<file path="src/rtl/burst_initiator.sv">
// rtl/burst_initiator.sv - strided burst master for the burst SRAM datapath; BURST_BOUNDARY_CHK_EN enables the address-overflow check
module burst_initiator #(
    parameter int ADDR_WIDTH = 8,
    parameter int DATA_WIDTH = 32,
    parameter int STRIDE_LEN = 4,
    parameter int LEN_WIDTH  = 5,
    parameter int RD_LATENCY = 1
) (
    input  logic                  clk,
    input  logic                  rst,
    input  logic                  req_valid,
    output logic                  req_ready,
    input  logic                  req_write,
    input  logic [ADDR_WIDTH-1:0] req_addr,
    input  logic [STRIDE_LEN-1:0] req_stride,
    input  logic [LEN_WIDTH-1:0]  req_len,
    input  logic                  wdata_valid,
    input  logic [DATA_WIDTH-1:0] wdata,
    output logic                  wdata_ready,
    output logic                  rdata_valid,
    output logic [DATA_WIDTH-1:0] rdata,
    output logic                  done,
    output logic                  err,
    output logic                  burst_en,
    output logic [ADDR_WIDTH-1:0] addr_top,
    output logic                  wren,
    output logic                  rden,
    output logic [DATA_WIDTH-1:0] wr_data,
    input  logic [DATA_WIDTH-1:0] rd_data
);

    typedef enum logic [2:0] {
        S_IDLE,
        S_WR,
        S_RD,
        S_RD_DRAIN,
        S_DONE
    } state_t;

    localparam logic [RD_LATENCY-1:0] PIPE_TOP = RD_LATENCY'(1) << (RD_LATENCY - 1);

    state_t                  state;
    state_t                  state_nxt;
    logic [ADDR_WIDTH-1:0]   cur_addr;
    logic [STRIDE_LEN-1:0]   stride_q;
    logic [LEN_WIDTH-1:0]    beats_left;
    logic [RD_LATENCY-1:0]   rd_pipe;
    logic                    accept;
    logic                    beat;
    logic                    boundary_err;
    logic                    pipe_lower_busy;

    assign accept = req_valid && (state == S_IDLE);
    assign beat   = ((state == S_WR) && wdata_valid) || (state == S_RD);

    // Only the newest entries matter for draining: the oldest is on rdata_valid now.
    assign pipe_lower_busy = |(rd_pipe & ~PIPE_TOP);

    assign rdata_valid = rd_pipe[RD_LATENCY-1];
    assign rdata       = rdata_valid ? rd_data : '0;

`ifdef BURST_BOUNDARY_CHK_EN
    localparam int SUM_W = ADDR_WIDTH + LEN_WIDTH + STRIDE_LEN;
    logic [SUM_W-1:0] last_addr;
    logic             err_q;

    assign last_addr    = SUM_W'(req_addr) + SUM_W'(req_len) * SUM_W'(req_stride);
    assign boundary_err = |last_addr[SUM_W-1:ADDR_WIDTH];
    assign err          = done && err_q;

    always_ff @(posedge clk or posedge rst) begin
        if (rst) begin
            err_q <= 1'b0;
        end else if (accept) begin
            err_q <= boundary_err;
        end
    end
`else
    assign boundary_err = 1'b0;
    assign err          = 1'b0;
`endif

    always_ff @(posedge clk or posedge rst) begin
        if (rst) begin
            state      <= S_IDLE;
            cur_addr   <= '0;
            stride_q   <= '0;
            beats_left <= '0;
            rd_pipe    <= '0;
        end else begin
            state   <= state_nxt;
            rd_pipe <= (rd_pipe << 1) | RD_LATENCY'(rden);
            if (accept) begin
                cur_addr   <= req_addr;
                stride_q   <= req_stride;
                beats_left <= req_len;
            end else if (beat) begin
                cur_addr   <= cur_addr + ADDR_WIDTH'(stride_q);
                beats_left <= beats_left - 1'b1;
            end
        end
    end

    always_comb begin
        state_nxt   = state;
        req_ready   = 1'b0;
        wdata_ready = 1'b0;
        done        = 1'b0;
        burst_en    = 1'b0;
        addr_top    = '0;
        wren        = 1'b0;
        rden        = 1'b0;
        wr_data     = '0;
        case (state)
            S_IDLE: begin
                req_ready = 1'b1;
                if (req_valid) begin
                    if (boundary_err) state_nxt = S_DONE;
                    else if (req_write) state_nxt = S_WR;
                    else state_nxt = S_RD;
                end
            end
            S_WR: begin
                burst_en = 1'b1;
                addr_top = cur_addr;
                if (wdata_valid) begin
                    wren        = 1'b1;
                    wdata_ready = 1'b1;
                    wr_data     = wdata;
                    if (beats_left == '0) state_nxt = S_DONE;
                end
            end
            S_RD: begin
                burst_en = 1'b1;
                rden     = 1'b1;
                addr_top = cur_addr;
                if (beats_left == '0) state_nxt = S_RD_DRAIN;
            end
            S_RD_DRAIN: begin
                if (!pipe_lower_busy) state_nxt = S_DONE;
            end
            S_DONE: begin
                done      = 1'b1;
                state_nxt = S_IDLE;
            end
            default: state_nxt = S_IDLE;
        endcase
    end

endmodule

</file>
<file path="config.mk">
export PLATFORM = sky130hd
export DESIGN_NAME = burst_initiator
export DESIGN_NICKNAME = d
export VERILOG_FILES = /design/src/rtl/burst_initiator.sv
export SDC_FILE = /design/constraint.sdc
export NUM_CORES = 1
export LEC_CHECK = 0
export ABC_AREA = 0
export ABC_CLOCK_PERIOD_IN_PS = 1700
export BUFFER_PORTS_ARGS = -buffer_cell sky130_fd_sc_hd__clkbuf_2
export CAP_MARGIN = 0
export CORE_MARGIN = 8
export CORE_UTILIZATION = 34
export CTS_BUF_LIST = sky130_fd_sc_hd__clkbuf_4 sky130_fd_sc_hd__clkbuf_8 sky130_fd_sc_hd__clkbuf_16
export CTS_CLUSTER_SIZE = 10
export DETAILED_ROUTE_END_ITERATION = 6
export GPL_TIMING_DRIVEN = 1
export HOLD_SLACK_MARGIN = 0.12
export PLACE_DENSITY = 0.86
export SLEW_MARGIN = 15
export SYNTH_ARGS = -nofsm -noshare
export SYNTH_HDL_FRONTEND = slang
export SYNTH_SLANG_ARGS = --single-unit
</file>
<file path="constraint.sdc">
create_clock -name clk -period 1.7 [get_ports clk]
set_clock_uncertainty 0.05 [all_clocks]
set_input_delay 0.51 -clock clk [delete_from_list [all_inputs] [get_ports clk]]
set_output_delay 0.51 -clock clk [all_outputs]
set_load 0.01 [all_outputs]
</file>
==> impl_metrics.py, run 1 <==
metrics = {
    "worst_setup_path": {
        "ff2ff_setup_slack_ns": -0.09,
        "critical_path.slowest_cell": "sky130_fd_sc_hd__dfrtp_1",
        "crit_fanout": 17,
        "timing.critical_path.from_type": "register",
        "crit_required_ns": 1.14,
        "crit_path_end_kind": "output port",
        "cell_breakdown_of_the_critical_path": "and4bb_4 > buf_12 > and2_1 > buf_2",
        "crit_path_max_incr_delay_ns": 0.40,
        "worstPathArrival_ns": 1.50,
        "critPathKind": "register to output port",
    },
    "global_route": {
        "number_of_antenna_violations_at_the_first_check_in_global_routing": 0,
        "grt_first_pass_wirelength_um": 10700,
        "grt_util_all_layers_pct": 17.3,
        "vias_in_the_first_global_route": 2150,
        "maximum_number_of_pins_on_one_net_before_global_route_repair": 29,
        "globalRouteOverflowTotal": 0,
    },
    "sta": {
        "drv_slew": 0,
        "final_period_minus_worst_setup_slack_ns": 2.06,
        "grt_setup_unrepaired": "true",
        "final_hold_viol_count": 0,
        "setup-violations-final": 85,
        "period_utilization_post_route_pct": 121,
        "max_freq_mhz": 485,
        "final_critical_path_setup_slack_ns": -0.361,
    },
    "finish": {
        "finish.cell_count_without_fillers": 454,
        "area_growth_from_synthesis_to_layout_pct": 109,
        "antenna_cells_inserted": 0,
        "layout.cells.most_common_list": "sky130_fd_sc_hd__clkbuf_2 (88), sky130_fd_sc_hd__buf_6 (72), sky130_fd_sc_hd__and2_4 (68)",
        "final_layout_size_suffix_gt1_share_pct": 77.9,
        "final_nets": 477,
        "post-route-util_pct": 73.1,
        "final_common_cell": "sky130_fd_sc_hd__clkbuf_2",
    },
    "logic_synthesis": {
        "yosysUniqueCellTypes": 37,
        "yosys_most_used_dff": "sky130_fd_sc_hd__dfrtp_1",
        "ys_ff_latch": 21,
        "yosys.area.top_type_share_pct": 29.8,
        "synthCells": 204,
        "nets_in_the_synthesized_netlist": 296,
        "ys_seq_area_share_pct": 29.8,
        "netlist_top_cells_area": "sky130_fd_sc_hd__dfrtp_1 (30%), sky130_fd_sc_hd__and2_1 (25%), sky130_fd_sc_hd__a21oi_1 (4.3%)",
        "yosys_warnings": 0,
        "async_flop_share_pct": 100,
        "synth.cell_area_um2": 1760,
        "post-synth-top-area-cell": "sky130_fd_sc_hd__dfrtp_1",
        "synth_edf_count": 0,
        "synth.avg_cell_area_um2": 8.64,
    },
    "route": {
        "route.vias.total": 2154,
        "firstDrtPassIters": 4,
        "finalWirelength_um": 8490,
        "post_drt_via_cell_ratio": 4.74,
        "route.antenna.remaining_nets": 0,
        "routed_wire_length_per_instance_um": 18.7,
        "detail_route.drc_violations": 0,
        "drtIter0Drc": 45,
    },
    "die": {
        "start_util_pct": 35.0,
        "std_cell_rows": 26,
        "io_pins": 166,
        "fp.dieArea_um2": 7740,
        "floorplan.die.width_um": 88.0,
        "die_outline_height_um": 88.0,
        "design.core.area_um2": 5040,
    },
    "placed_design": {
        "place_hpwl_um": 5410,
        "placement.io_buffers": 164,
        "placed_cells": 437,
        "routability_driven_placement_congestion_ratio": 0.794,
    },
    "clock_tree": {
        "numCtsBuffers": 3,
        "worstSkewPairLatency_ns": 0.26,
        "tritoncts": "yes",
        "cts-htree-levels": 1,
        "worst_setup_hold_path_clk_slew_ns": 0.08,
        "clockRootBuffer": "sky130_fd_sc_hd__clkbuf_8",
        "cts.path.max_buffers": 2,
        "clkSinkCount": 21,
    },
    "outcome": {
        "failed_checks": "setup timing",
        "status": "finished with violations",
    },
    "flow_run": {
        "drv.max_cap_violation_count": 0,
    },
    "min_path": {
        "hold_path.class": "input pin to asynchronous set/reset pin",
    },
    "power": {
        "vdd_ir_drop_max_v": 0.00117,
        "power.density_cell_area_nw_per_um2": 1650,
        "power.static_leakage_nw": 1.88,
    },
}
path summary, 6_finish.rpt:
check / start / endpoint / depth (start not counted)
setup / recovery: state[1] / wr_data[1] / 4
hold / removal: rst / stride_q[0] / 3
setup reg to reg: stride_q[0] / cur_addr[6] / 8
hold reg to reg: stride_q[0] / stride_q[0] / 1
max in group asynchronous: rst / rdata_valid / 3
min in group clk: req_stride[0] / stride_q[0] / 2
critical path, delay by kind of cell, from the launching register on:
family	cells	cell delay [ns]
buf+inv	2	0.29
flops	1	0.40
simple gates	2	0.53
synthesized netlist by cell type, types with 3 or more instances:
cell,n
sky130_fd_sc_hd__and2_1,71
sky130_fd_sc_hd__dfrtp_1,21
sky130_fd_sc_hd__a21oi_1,15
sky130_fd_sc_hd__nor2_1,15
sky130_fd_sc_hd__inv_1,8
sky130_fd_sc_hd__xnor2_1,8
sky130_fd_sc_hd__clkbuf_1,6
sky130_fd_sc_hd__mux2_2,6
sky130_fd_sc_hd__ha_1,5
sky130_fd_sc_hd__nand2_1,5
sky130_fd_sc_hd__nor3_1,4
sky130_fd_sc_hd__o21ai_0,4
sky130_fd_sc_hd__a211oi_1,3
sky130_fd_sc_hd__buf_4,3
sky130_fd_sc_hd__buf_6,3
what timing repair did:
action	4_1_cts	5_1_grt
hold buffers	0	0
pin swaps	4	17
setup endpoints to repair	84	86
endpoints found under the hold margin	0	0
gates resized for setup	44	191
gates cloned	2	2
buffers inserted	8	3
where the power goes:
part / leakage (nW) / internal [mW] / switching [mW]
registers: 0.243 / 0.760 / 0.285
logic: 1.61 / 2.72 / 1.98
clock network: 0.0255 / 0.163 / 0.171
state kept, by name, summed over array words and instances, names as in the netlist:
name and count:
state 3, stride_q 4, beats_left 5, rdata_valid 1, cur_addr 8
metal layers:
layer  GRT usage, %  share of wire, %  up-vias
li1               -                 -     1018
met4           5.16               3.6        0
met2           34.7                56      103
met1           16.6                33     1011
met5              0                 0        -
met3           4.32               8.0       22
layout make-up:
| cell class | count | area, um2 |
|---|---|---|
| Tap cell | 70 | 87.6 |
| Fill cell | 320 | 1360 |
| Clock buffer | 3 | 41.3 |
| Sequential cell | 21 | 532 |
| Timing Repair Buffer | 190 | 1580 |
| Inverter | 8 | 30.0 |
| Clock inverter | 1 | 5.00 |
| Multi-Input combinational cell | 161 | 1410 |
logic make-up (layout without fill, tap and decap cells):
group,after synthesis,count (layout),synth area share [%]
buffers and inverters,23,202,7.59
multiplexers,7,7,4.40
other,1,1,0.213
flip-flops,21,21,29.8
AO/OA/AOI/OAI,29,29,9.79
XOR/XNOR,9,9,4.47
adder cells (fa/ha/maj),6,6,4.68
AND/OR/NAND/NOR,108,109,39.0
per-stage QoR:
step,setup WS [ns],setup TNS [ns],total power [mW],instance area (um2),hold slack (ns)
floorplan,-0.0494,-1.41,3.12,1870,0.434
global placement,-0.178,-6.04,4.00,2780,0.451
detailed placement,-0.223,-7.88,4.10,2780,0.452
CTS,-0.390,-18.21,5.03,3140,0.200
global route,-0.401,-19.98,6.49,3690,0.226
finish,-0.361,-16.37,6.08,3690,0.191
No activity file was read; power rests on OpenSTA's default activity.
==> run 2, diff against run 1 <==
Settings changed: ABC_AREA 0 to 1, CORE_UTILIZATION 34 to 36, PLACE_DENSITY 0.86 to 0.78.
==> run 2 against run 1 <==
Against the previous run:
- the run still ends with setup timing left
- worst hold slack better by 0.010 ns
- power is 0.58% higher
- design area is 1.8% higher
- maximum frequency is 4.0% higher
- largest cell class unchanged
==> impl_metrics.py, run 2 <==
metrics = {
    "finish": {
        "ff_latch_area_um2": 529,
        "layout.cells.most_common_list": "sky130_fd_sc_hd__nand2_1 (120), sky130_fd_sc_hd__clkbuf_2 (105), sky130_fd_sc_hd__inv_1 (52)",
        "top_regs": "cur_addr (8), beats_left (5), stride_q (4)",
        "final_nets": 634,
        "final_common_cell": "sky130_fd_sc_hd__nand2_1",
        "max_flop_register": "cur_addr",
        "area_growth_from_synthesis_to_layout_pct": 84.2,
        "antenna_cells_inserted": 0,
        "fillCellCount": 442,
        "max_ffs_per_register": 8,
        "multi_input_comb_area_um2": 1350,
        "final_layout_size_suffix_gt1_share_pct": 51.6,
    },
    "clock_tree": {
        "clkSinkCount": 21,
        "ctsHoldBuffers": 0,
        "worstSkewPairLatency_ns": 0.26,
        "numCtsBuffers": 3,
        "tritoncts": "yes",
        "worst_setup_hold_path_clk_slew_ns": 0.08,
        "cts-htree-levels": 1,
        "cts.path.max_buffers": 2,
        "clockRootBuffer": "sky130_fd_sc_hd__clkbuf_8",
    },
    "logic_synthesis": {
        "synth.cell_area_um2": 2040,
        "yosys_warnings": 0,
        "post-synth-top-area-cell": "sky130_fd_sc_hd__dfrtp_1",
        "synth_edf_count": 0,
        "ys_seq_area_share_pct": 25.8,
        "synthSimpleGateAreaFrac_pct": 43.4,
        "yosys.area_share.xor_xnor_pct": 0.860,
        "netlist_top_cells_area": "sky130_fd_sc_hd__dfrtp_1 (26%), sky130_fd_sc_hd__nand2_1 (25%), sky130_fd_sc_hd__inv_1 (12%)",
        "yosysUniqueCellTypes": 34,
        "synthCells": 352,
        "yosys.area_share.adder_pct": 4.05,
        "synth.avg_cell_area_um2": 5.79,
        "ys_ff_latch": 21,
        "yosys.area.top_type_share_pct": 25.8,
        "yosys_most_used_dff": "sky130_fd_sc_hd__dfrtp_1",
        "synth_most_common_cell": "sky130_fd_sc_hd__nand2_1",
        "dominant_combinational_cell_family_by_area_after_synthesis": "simple AND/OR/NAND/NOR gates",
        "synth_compound_area_share_pct": 6.63,
        "ys_top_cells_by_count": "sky130_fd_sc_hd__nand2_1 (135), sky130_fd_sc_hd__inv_1 (67), sky130_fd_sc_hd__nor2_1 (47), sky130_fd_sc_hd__dfrtp_1 (21), sky130_fd_sc_hd__nand3_1 (12)",
        "nets_in_the_synthesized_netlist": 444,
        "synth.area.mux_share_pct": 0,
        "async_flop_share_pct": 100,
    },
    "global_route": {
        "grt_first_pass_wirelength_um": 12800,
        "number_of_antenna_violations_at_the_first_check_in_global_routing": 0,
        "maximum_number_of_pins_on_one_net_before_global_route_repair": 35,
        "globalRouteOverflowTotal": 0,
        "grt_util_all_layers_pct": 18.3,
        "vias_in_the_first_global_route": 2608,
    },
    "placed_design": {
        "place_hpwl_um": 6230,
        "routability_driven_placement_congestion_ratio": 0.851,
        "placement.io_buffers": 164,
    },
    "sta": {
        "hold-worst-slack_ns": 0.201,
        "final_critical_path_setup_slack_ns": -0.281,
        "drv_slew": 0,
        "period_utilization_post_route_pct": 117,
        "setup-violations-final": 66,
        "grt_setup_unrepaired": "true",
        "final_period_minus_worst_setup_slack_ns": 1.98,
        "max_freq_mhz": 505,
        "final_hold_viol_count": 0,
    },
    "route": {
        "post_drt_via_cell_ratio": 4.60,
        "route.antenna.remaining_nets": 0,
        "detail_route.drc_violations": 0,
        "drtIter0Drc": 126,
        "firstDrtPassIters": 4,
        "finalWirelength_um": 8930,
        "route.vias.total": 2821,
        "routed_wire_length_per_instance_um": 14.6,
    },
    "outcome": {
        "status": "finished with violations",
        "failed_checks": "setup timing",
    },
    "die": {
        "std_cell_rows": 27,
        "die_outline_height_um": 91.2,
        "fp.dieArea_um2": 8320,
        "floorplan.die.width_um": 91.2,
        "io_pins": 166,
        "design.core.area_um2": 5470,
        "start_util_pct": 37.2,
    },
    "power": {
        "power.density_cell_area_nw_per_um2": 1630,
        "total_power_mw": 6.11,
        "power.static_leakage_nw": 2.36,
        "vdd_ir_drop_max_v": 0.000889,
    },
    "min_path": {
        "hold_path.class": "input pin to asynchronous set/reset pin",
    },
    "worst_setup_path": {
        "crit_path_end_kind": "output port",
        "crit_required_ns": 1.14,
        "crit_fanout": 8,
        "worstPathArrival_ns": 1.42,
        "critPathKind": "register to output port",
        "timing.critical_path.from_type": "register",
    },
    "flow_run": {
        "drv.max_cap_violation_count": 0,
    },
}
==> run 2: metrics by stage <==
step	area, um2	utilization (%)	setup WS (ns)	TNS (ns)	cells
5_1_grt	3750	68.6	-0.383	-14.77	613
6_report	3750	68.6	-0.281	-10.28	613
2_1_floorplan	2050	-	0.0741	0	352
4_1_cts	3300	60.3	-0.272	-10.79	601
3_3_place_gp	3020	55.1	-0.0322	-0.0661	590
3_5_place_dp	3020	55.1	-0.0455	-0.0896	590
==> run 2: power breakdown <==
group	leakage (nW)	switching (mW)	internal, mW
sequential	0.255	0.223	0.755
clock	0.0262	0.167	0.183
combinational	2.07	2.54	2.24
total	2.36	2.94	3.18
==> run 2: per-layer routing <==
metal	vias up	GRT usage, %	wire length, um
met5	-	0	0
met4	0	4.23	153
met3	15	4.61	506
met2	110	35.7	4940
met1	1289	18.9	3320
li1	1407	-	-
==> run 2: worst paths after layout <==
kind / startpoint / endpoint / slack, ns / depth (start not counted)
worst min-delay path: rst / beats_left[0] / 0.20 / 3
max in group asynchronous: rst / state[2] / 1.15 / 3
worst max register to register: state[1] / cur_addr[4] / 0.02 / 9
worst min register to register: beats_left[4] / beats_left[4] / 0.43 / 2
worst max-delay path: state[1] / wr_data[2] / -0.28 / 6
min in group clk: req_stride[2] / stride_q[2] / 0.39 / 3
==> run 2: area by class of cell <==
| cell class | instances | area share (%) |
|---|---|---|
| clock buffer | 4 | 1.30 |
| multi-input combinational | 245 | 36.1 |
| tap | 72 | 2.40 |
| sequential | 21 | 14.1 |
| timing repair buffer | 201 | 38.8 |
| inverter | 70 | 7.27 |
==> run 2: critical path, stage by stage (launching register included) <==
cell and delay (ns):
sky130_fd_sc_hd__dfrtp_1 0.42, sky130_fd_sc_hd__inv_2 0.10, sky130_fd_sc_hd__nand3_4 0.10, sky130_fd_sc_hd__buf_4 0.16, sky130_fd_sc_hd__buf_12 0.15, sky130_fd_sc_hd__nor2_4 0.12, sky130_fd_sc_hd__buf_6 0.11
==> run 2: kinds of logic (layout without fill, tap and decap cells) <==
kind of cell    Yosys count  after routing
simple gates            210            212
xor+xnor                  2              2
compound gates           24             24
fa+ha+maj                 6              6
other cells               1              1
buf+inv                  88            275
flops                    21             21
==> run 2: repair_timing <==
item	in CTS	in global routing
gates cloned	2	5
endpoints found under the setup margin	47	69
buffers inserted	5	10
resized for setup	39	147
hold endpoints to repair	0	0
pin swaps	2	12
